[src/rtl/emif_rst_cal_ctrl_pkg.sv]
// Shared EMIF definitions: controller state encoding and EMIF_STATUS register layout.
package emif_rst_cal_ctrl_pkg;

  typedef enum logic [2:0] {
    IDLE,
    RST_ASSERT,
    RST_WAIT_ACK,
    RST_RELEASE,
    CAL_WAIT,
    DONE,
    ERR
  } emif_state_e;

  localparam logic [7:0]  EMIF_STATUS_OFFSET = 8'h08;

  localparam int unsigned STAT_SUCC_LSB    = 0;
  localparam int unsigned STAT_FAIL_LSB    = 16;
  localparam int unsigned STAT_BUSY_BIT    = 32;
  localparam int unsigned STAT_TIMEOUT_BIT = 33;

  function automatic logic is_busy(input emif_state_e s);
    return !(s inside {IDLE, DONE, ERR});
  endfunction

endpackage

[src/rtl/emif_cal_tracker.sv]
// Per-channel sticky calibration success/fail latches with resolution summary flags.
module emif_cal_tracker #(
  parameter int unsigned NUM_CH = 4
) (
  input  logic              clk,
  input  logic              rst_n,
  input  logic              clr,
  input  logic              en,
  input  logic [NUM_CH-1:0] cal_success,
  input  logic [NUM_CH-1:0] cal_fail,
  output logic [NUM_CH-1:0] succ_lat,
  output logic [NUM_CH-1:0] fail_lat,
  output logic              all_resolved,
  output logic              any_fail
);

  // Sticky latches: cleared on a new reset sequence, accumulate input levels while enabled.
  always_ff @(posedge clk) begin
    if (!rst_n || clr) begin
      succ_lat <= '0;
      fail_lat <= '0;
    end else if (en) begin
      succ_lat <= succ_lat | cal_success;
      fail_lat <= fail_lat | cal_fail;
    end
  end

  // Flags include the current input levels so completion is seen on the sampling edge itself.
  always_comb begin
    all_resolved = &(succ_lat | fail_lat | cal_success | cal_fail);
    any_fail     = |(fail_lat | cal_fail);
  end

endmodule

[src/rtl/emif_rst_cal_ctrl.sv]
// EMIF memory-subsystem reset sequencer and calibration monitor with EMIF_STATUS image.
module emif_rst_cal_ctrl
  import emif_rst_cal_ctrl_pkg::*;
#(
  parameter int unsigned NUM_CH      = 4,
  parameter logic [31:0] CAL_TIMEOUT = 32'd2_000_000,
  parameter int unsigned RST_HOLD    = 16
) (
  input  logic              clk,
  input  logic              rst_n,
  input  logic              sw_rst_req,
  output logic              mem_ss_rst_req,
  input  logic              mem_ss_rst_rdy,
  input  logic [NUM_CH-1:0] cal_success,
  input  logic [NUM_CH-1:0] cal_fail,
  output logic [NUM_CH-1:0] afu_mem_rst_n,
  output logic [63:0]       emif_status
);

  emif_state_e       state, state_nxt;
  logic [31:0]       cnt;
  logic              timeout_q;
  logic              timeout_set;
  logic              sw_accept;
  logic [NUM_CH-1:0] succ_lat, fail_lat;
  logic              all_resolved, any_fail;
  logic [63:0]       status_d;
  logic [NUM_CH-1:0] afu_d;

  assign sw_accept      = sw_rst_req && !is_busy(state);
  assign mem_ss_rst_req = (state == RST_ASSERT) || (state == RST_WAIT_ACK);

  emif_cal_tracker #(
    .NUM_CH(NUM_CH)
  ) u_tracker (
    .clk          (clk),
    .rst_n        (rst_n),
    .clr          (sw_accept),
    .en           (state == CAL_WAIT),
    .cal_success  (cal_success),
    .cal_fail     (cal_fail),
    .succ_lat     (succ_lat),
    .fail_lat     (fail_lat),
    .all_resolved (all_resolved),
    .any_fail     (any_fail)
  );

  // Next-state logic; calibration completion outranks the timeout.
  always_comb begin
    state_nxt   = state;
    timeout_set = 1'b0;
    case (state)
      IDLE, DONE, ERR: if (sw_rst_req) state_nxt = RST_ASSERT;
      RST_ASSERT:      if (cnt >= 32'(RST_HOLD - 1)) state_nxt = RST_WAIT_ACK;
      RST_WAIT_ACK:    if (mem_ss_rst_rdy) state_nxt = RST_RELEASE;
      RST_RELEASE:     if (!mem_ss_rst_rdy) state_nxt = CAL_WAIT;
      CAL_WAIT: begin
        if (all_resolved) begin
          state_nxt = any_fail ? ERR : DONE;
        end else if (cnt >= CAL_TIMEOUT - 32'd1) begin
          state_nxt   = ERR;
          timeout_set = 1'b1;
        end
      end
      default:         state_nxt = RST_ASSERT;
    endcase
  end

  // State register; one shared saturating counter, cleared on every state change.
  always_ff @(posedge clk) begin
    if (!rst_n) begin
      state     <= RST_ASSERT;
      cnt       <= '0;
      timeout_q <= 1'b0;
    end else begin
      state <= state_nxt;
      if (state_nxt != state) cnt <= '0;
      else if (cnt != '1)     cnt <= cnt + 32'd1;
      if (sw_accept)        timeout_q <= 1'b0;
      else if (timeout_set) timeout_q <= 1'b1;
    end
  end

  // Output images built from registered state and latches only.
  always_comb begin
    status_d = '0;
    for (int unsigned i = 0; i < NUM_CH; i++) begin
      status_d[STAT_SUCC_LSB + i] = succ_lat[i];
      status_d[STAT_FAIL_LSB + i] = fail_lat[i];
    end
    status_d[STAT_BUSY_BIT]    = is_busy(state);
    status_d[STAT_TIMEOUT_BIT] = timeout_q;
    afu_d = '0;
    if (state == DONE)     afu_d = '1;
    else if (state == ERR) afu_d = succ_lat & ~fail_lat;
  end

  // Registered outputs; reset value reports busy only.
  always_ff @(posedge clk) begin
    if (!rst_n) begin
      emif_status   <= '0;
      emif_status[STAT_BUSY_BIT] <= 1'b1;
      afu_mem_rst_n <= '0;
    end else begin
      emif_status   <= status_d;
      afu_mem_rst_n <= afu_d;
    end
  end

endmodule

[config.mk]
export PLATFORM = sky130hd
export DESIGN_NAME = emif_rst_cal_ctrl
export DESIGN_NICKNAME = d
export VERILOG_FILES = /design/src/rtl/emif_rst_cal_ctrl_pkg.sv /design/src/rtl/emif_cal_tracker.sv /design/src/rtl/emif_rst_cal_ctrl.sv
export SDC_FILE = /design/constraint.sdc
export NUM_CORES = 1
export LEC_CHECK = 0
export BUFFER_PORTS_ARGS = -buffer_cell sky130_fd_sc_hd__buf_4
export CAP_MARGIN = 0
export CELL_PAD_IN_SITES_DETAIL_PLACEMENT = 0
export CELL_PAD_IN_SITES_GLOBAL_PLACEMENT = 1
export CORE_MARGIN = 10
export CORE_UTILIZATION = 43
export CTS_BUF_LIST = sky130_fd_sc_hd__clkbuf_16
export DETAILED_ROUTE_END_ITERATION = 16
export PLACE_DENSITY_LB_ADDON = 0.3
export SYNTH_ARGS = -nofsm -noshare
export SYNTH_HDL_FRONTEND = slang
export SYNTH_SLANG_ARGS = --single-unit
export TNS_END_PERCENT = 30
[constraint.sdc]
create_clock -name clk -period 7 [get_ports clk]
set_clock_uncertainty 0.05 [all_clocks]
set_input_delay 1.05 -clock clk [delete_from_list [all_inputs] [get_ports clk]]
set_output_delay 1.05 -clock clk [all_outputs]
set_load 0.1 [all_outputs]
==> Word-level counts from Yosys, hierarchy flattened <==
Index checks and enable logic that the tools add are counted.
{ "classes": {"add_sub_neg": 1, "order_cmp": 2, "n_eq_ne": 8, "n_mux": 13, "bitwise_logic": 8, "n_reduce_logical": 12} }
{ "ops": {"columns": ["operator", "n"], "rows": [
  ["32-bit by 1-bit adder with 32-bit output (second input constant)", 1],
  ["32-bit by 21-bit greater-or-equal comparator with 1-bit output (second input constant)", 1],
  ["32-bit by 4-bit greater-or-equal comparator with 1-bit output (second input constant)", 1],
  ["32-bit inequality test (second input constant)", 1],
  ["4-bit OR", 5],
  ["3-bit two-way mux", 6],
  ["3-bit case mux with 5 select lines", 1],
  ["3-bit == test (second input constant)", 3],
  ["4-bit two-way mux", 2],
  ["3-bit by 2-bit == test with 1-bit output (second input constant)", 2],
  ["4-bit bitwise AND", 1],
  ["4-bit NOT", 1],
  ["4-bit AND reduction", 1],
  ["2-bit OR reduction", 2],
  ["4-bit OR reduction", 1],
  ["3-bit by 1-bit == test with 1-bit output (second input constant)", 1],
  ["3-bit zero test", 1],
  ["1-bit two-way mux", 3],
  ["3-bit inequality test", 1],
  ["3-bit nonzero test", 1],
  ["3-bit OR reduction", 1],
  ["1-bit zero test", 2],
  ["1-bit logical OR", 2],
  ["2-bit two-way mux", 1],
  ["other kinds (2)", 2]
]} }
{ "word_totals": {"regBits": 112, "in_bits": 12, "out_inout_bits": 69, "elab_cells": 52} }

==> Logic depth before layout (Yosys ltp) <==
{ "depth": {"ltp_word": 8, "ltp_mapped": 10, "mapped_depth_nobuf": 7} }

==> Hierarchy <==
From an unflattened synthesis, not the netlist that was laid out.
{ "hier_totals": {"hier_cells": 351, "hier_area_um2": 3175.5} }
{ "by_module_without_submodules": {"columns": ["module", "n_inst", "cells_per_inst", "area_each_um2", "seq_area_each_um2"], "rows": [
  ["emif_rst_cal_ctrl", 1, 316, 2876.5, 1001.0],
  ["emif_cal_tracker", 1, 35, 299.0, 160.2]
]} }

==> Worst setup path before layout <==
Ideal clock, no wire load.
{ "synth_timing": {"path_kind": "register to output", "from": "register state[1]", "to": "output mem_ss_rst_req", "arrival_ns": 2.119, "t_required_ns": 5.900, "slack_ns": 3.781, "stages_incl_launch_ff": 4, "n_path_buf": 1, "path_cell_list": "dfxtp_1 clkbuf_1 xor2_1 nor2b_1"} }
{ "synth_via": {"elab_chain_len": 2, "elab_cells_between_ends": 3, "cone_classes": "eq/ne: 2; reduce/logical: 1"} }
{ "synth_rtl": {"columns": ["element", "line_no", "rtl"], "rows": [
  ["from (decl)", "emif_rst_cal_ctrl.sv:20", "emif_state_e state, state_nxt;"],
  ["from (signal assigned)", "emif_rst_cal_ctrl.sv:76", "state <= state_nxt;"],
  ["3-bit by 1-bit == test with 1-bit output or 3-bit by 2-bit == test with 1-bit output (tied branches)", "emif_rst_cal_ctrl.sv:31", "assign mem_ss_rst_req = (state == RST_ASSERT) || (state == RST_WAIT_ACK);"],
  ["1-bit logical OR (*)", "emif_rst_cal_ctrl.sv:31", null],
  ["to (decl)", "emif_rst_cal_ctrl.sv:12", "output logic mem_ss_rst_req,"]
]} }
Mark *: on every way between the ends. The rest lies on a longest branch, timed or not.

==> Worst setup path in the final report <==
{ "layout_timing": {"from": "register cnt[0]", "to": "register cnt[26]"} }
{ "layout_via": {"elab_chain_len": 6, "elab_cells_between_ends": 10, "cone_classes": "add/sub: 1; order compare: 2; eq/ne: 2; mux: 4; reduce/logical: 1"} }
{ "layout_rtl": {"columns": ["element", "line_no", "rtl"], "rows": [
  ["from (decl)", "emif_rst_cal_ctrl.sv:21", "logic [31:0] cnt;"],
  ["from (signal assigned)", "emif_rst_cal_ctrl.sv:78", "else if (cnt != '1) cnt <= cnt + 32'd1;"],
  ["32-bit by 21-bit greater-or-equal comparator with 1-bit output", "emif_rst_cal_ctrl.sv:60", "end else if (cnt >= CAL_TIMEOUT - 32'd1) begin"],
  ["3-bit two-way mux", "emif_rst_cal_ctrl.sv:60", null],
  ["3-bit two-way mux", "emif_rst_cal_ctrl.sv:58", "if (all_resolved) begin"],
  ["3-bit case mux with 5 select lines", "emif_rst_cal_ctrl.sv:52", "case (state)"],
  ["3-bit inequality test", "emif_rst_cal_ctrl.sv:77", "if (state_nxt != state) cnt <= '0;"],
  ["2-bit OR reduction (no line)", null, null]
]} }
Several ways; a longest one is shown, not always the timed one.
A chain may end at the register's enable or synchronous reset.

==> implementation parameters <==
Parameter                              Value

Floorplan
  Core Rows    32
  Placeable core region    0.00769 sq mm
  Initial core utilization    0.441
  Number of top-level design ports    81
  Die outline area    0.0118 sq mm
  Chip Height    109 um
  Width of the die    109 um

Yosys
  Cell accounting for the most synthesized area    sky130_fd_sc_hd__dfxtp_1
  Post-synth ARST share    0
  Count of mapped cells out of synthesis    377
  Biggest area contributors in the synthesized netlist    sky130_fd_sc_hd__dfxtp_1 34%, sky130_fd_sc_hd__buf_4 12%, sky130_fd_sc_hd__nor3_2 8.9%, sky130_fd_sc_hd__xnor2_1 6.7%, sky130_fd_sc_hd__a21oi_1 2.7%
  Yosys top cell area share    0.343
  Share of synthesized area occupied by flip-flops and latches    0.343
  Netlist cell types    51
  Flops & latches, synth    58
  Synth top cells by count    58 x sky130_fd_sc_hd__dfxtp_1, 55 x sky130_fd_sc_hd__buf_4, 30 x sky130_fd_sc_hd__nor3_2
  Mean area per synthesized cell    8.99 sq um
  Number of flops mapped to enable cells by yosys    0
  Synthesis warning total    0
  Primary flip-flop cell chosen by synthesis mapping    sky130_fd_sc_hd__dfxtp_1
  Most instantiated library cell after synthesis    sky130_fd_sc_hd__dfxtp_1
  Cell area after synthesis    0.00339 sq mm

STA
  RSZ-0062 raised after global routing    false
  Highest achievable clock rate    339 MHz
  Slew headroom    0.217
  Number of pins with negative max-slew slack in the final report    0
  Pin slew with the least headroom to its limit    1.17 ns
  Post-route setup TNS    0 ns
  Number of setup violations in the final report    0
  Hold Fails Final Rpt    0
  Final critical delay including setup and external delays    2.95 ns
  Final cycle utilization of the critical path    0.422

Placed design
  Number of buffers added on ports    26
  Placer's final routability congestion estimate    0.859
  HPWL reported at the end of detailed placement    5120 um
  Total cell area at the placement stage    0.00339 sq mm

Power and ir drop
  Pwr/cell area    258 mW/mm^2
  Leak pwr    1.39 nW
  Peak supply drop    120 uV

Cells and area
  Cell area after layout    0.00371 sq mm
  Fraction of layout instances using a drive strength above 1    0.212
  Antenna diodes    0
  Area delta synth->final    9.52%
  Core utilization of the finished layout    0.483
  NumNets Final    409

CTS
  Clock-pin transition on the worst setup and hold timing paths    0.05 ns
  Hold bufs inserted after CTS    0
  TritonCTS clock tree    built
  CTS HTree Levels    3
  CTS root buf    sky130_fd_sc_hd__clkbuf_16
  Number of clock buffers inserted by TritonCTS    9
  Clock latency on the worst-skew pair    0.33 ns
  Largest buffer count on any clock path    2
  Post-CTS setup repair buffer count    0
  TritonCTS sink count    58
  Quantity of gates resized following cts    0

Critical path
  Required time of the worst setup path    7.14 ns
  Critical Setup Path Class    reg -> reg
  Endpoint arrival time on the critical path    3.10 ns
  Startpoint kind of the worst setup timing path    register
  Worst-path fanout max    26
  CP endpoint kind    register

Detailed routing
  Number of nets with antenna violations after routing    0
  Initial DRC Count    169
  Total number of vias    2531
  Detailed Routing Iterations Pass 1    4
  Vias per std cell    5.03
  Drt wl/cell    14.5 um
  Wire length after detailed routing    7270 um
  Detailed-route DRC error count    0

Flow run
  Max Cap Viol    0

Global route
  Remaining global-route overflow    0
  First-pass GRT wire length    11800 um
  Number of antenna violations at the first check in global routing    0
  Pin count of the biggest net entering global routing    33
  Overall Global Routing Usage    0.122
  Vias in the first global route    2443

Min path
  Hold Path Class    reg -> reg

Status
  Result of the run    finished, final reports clean
## placed cells by master (no fill, tap or decap), drive strengths merged, types with 16 or more instances in the layout
| cell type | instances |
|---|---|
| nand3 | 18 |
| nor3 | 48 |
| xnor2 | 26 |
| nor2 | 21 |
| buf | 28 |
| nor4 | 16 |
| dfxtp | 58 |
| conb | 54 |
| a21oi | 18 |
| nand2 | 16 |
## critical path: stages, from the launching register on
cell	delay, ns
sky130_fd_sc_hd__dfxtp_1	0.38
sky130_fd_sc_hd__ha_1	0.22
sky130_fd_sc_hd__nand4_1	0.21
sky130_fd_sc_hd__or4_1	0.57
sky130_fd_sc_hd__nor3_4	0.91
sky130_fd_sc_hd__nor3_1	0.18
sky130_fd_sc_hd__xnor2_1	0.24
sky130_fd_sc_hd__nor3_2	0.05
## layer usage
metal,vias to the layer above,global-route usage,wire length (um)
li1,1254,-,-
met1,1193,0.165,3530
met2,72,0.177,3260
met3,12,0.0271,360
met4,0,0.0659,126
met5,-,0,0
## stage by stage
| step | instances | hold slack [ns] | total power [W] | setup slack, ns |
|---|---|---|---|---|
| after detailed placement | 487 | 0.426 | 0.000488 | 3.91 |
| after CTS | 503 | 0.441 | 0.000967 | 4.04 |
| final | 503 | 0.437 | 0.000958 | 4.05 |
| after global placement | 487 | 0.412 | 0.000488 | 3.93 |
| after global routing | 503 | 0.450 | 0.000988 | 3.83 |
| after floorplan | 430 | 0.379 | 0.000505 | 3.78 |
## layout make-up
type                       count  area (sq um)
timing repair buffer          28           210
fill                         760          3980
clock buffer                   9           225
multi-input combinational    294          1870
sequential                    58          1160
tap                          102           128
inverter                       5          18.8
clock inverter                 7           101
## sequential cells by signal (all words and copies together), names as in the netlist
name / cells
state: 3
timeout_q: 1
u_tracker.fail_lat: 4
cnt: 32
afu_mem_rst_n: 4
u_tracker.succ_lat: 4
emif_status: 10
## logic make-up after synthesis
family	Yosys count	share of synthesized area
AOI/OAI and AO/OA	30	0.0528
xor gates and xnor gates	32	0.0827
adders and majority gates	2	0.00664
buffers and inverters	78	0.171
DFF	58	0.343
muxes	2	0.00628
other	1	0.00111
and+or+nand+nor	174	0.337
## power by group
group          internal [W]  total (W)  switching, W
sequential         0.000332   0.000334    0.00000177
clock              0.000313   0.000476      0.000162
combinational    0.00000877   0.000149      0.000140
## path summary, 6_finish.rpt
kind / cells past startpoint / endpoint / from / slack [ns]
max reg2reg: 7 / cnt[26]$_SDFFE_PP0P_ / cnt[0]$_SDFFE_PP0P_ / 4.05
min: 1 / emif_status[33]$_SDFF_PN0_ / timeout_q$_SDFFE_PP0P_ / 0.44
max: 7 / cnt[26]$_SDFFE_PP0P_ / cnt[0]$_SDFFE_PP0P_ / 4.05
min reg2reg: 1 / emif_status[33]$_SDFF_PN0_ / timeout_q$_SDFFE_PP0P_ / 0.44
Note: power is estimated with default switching activity, not from simulation.
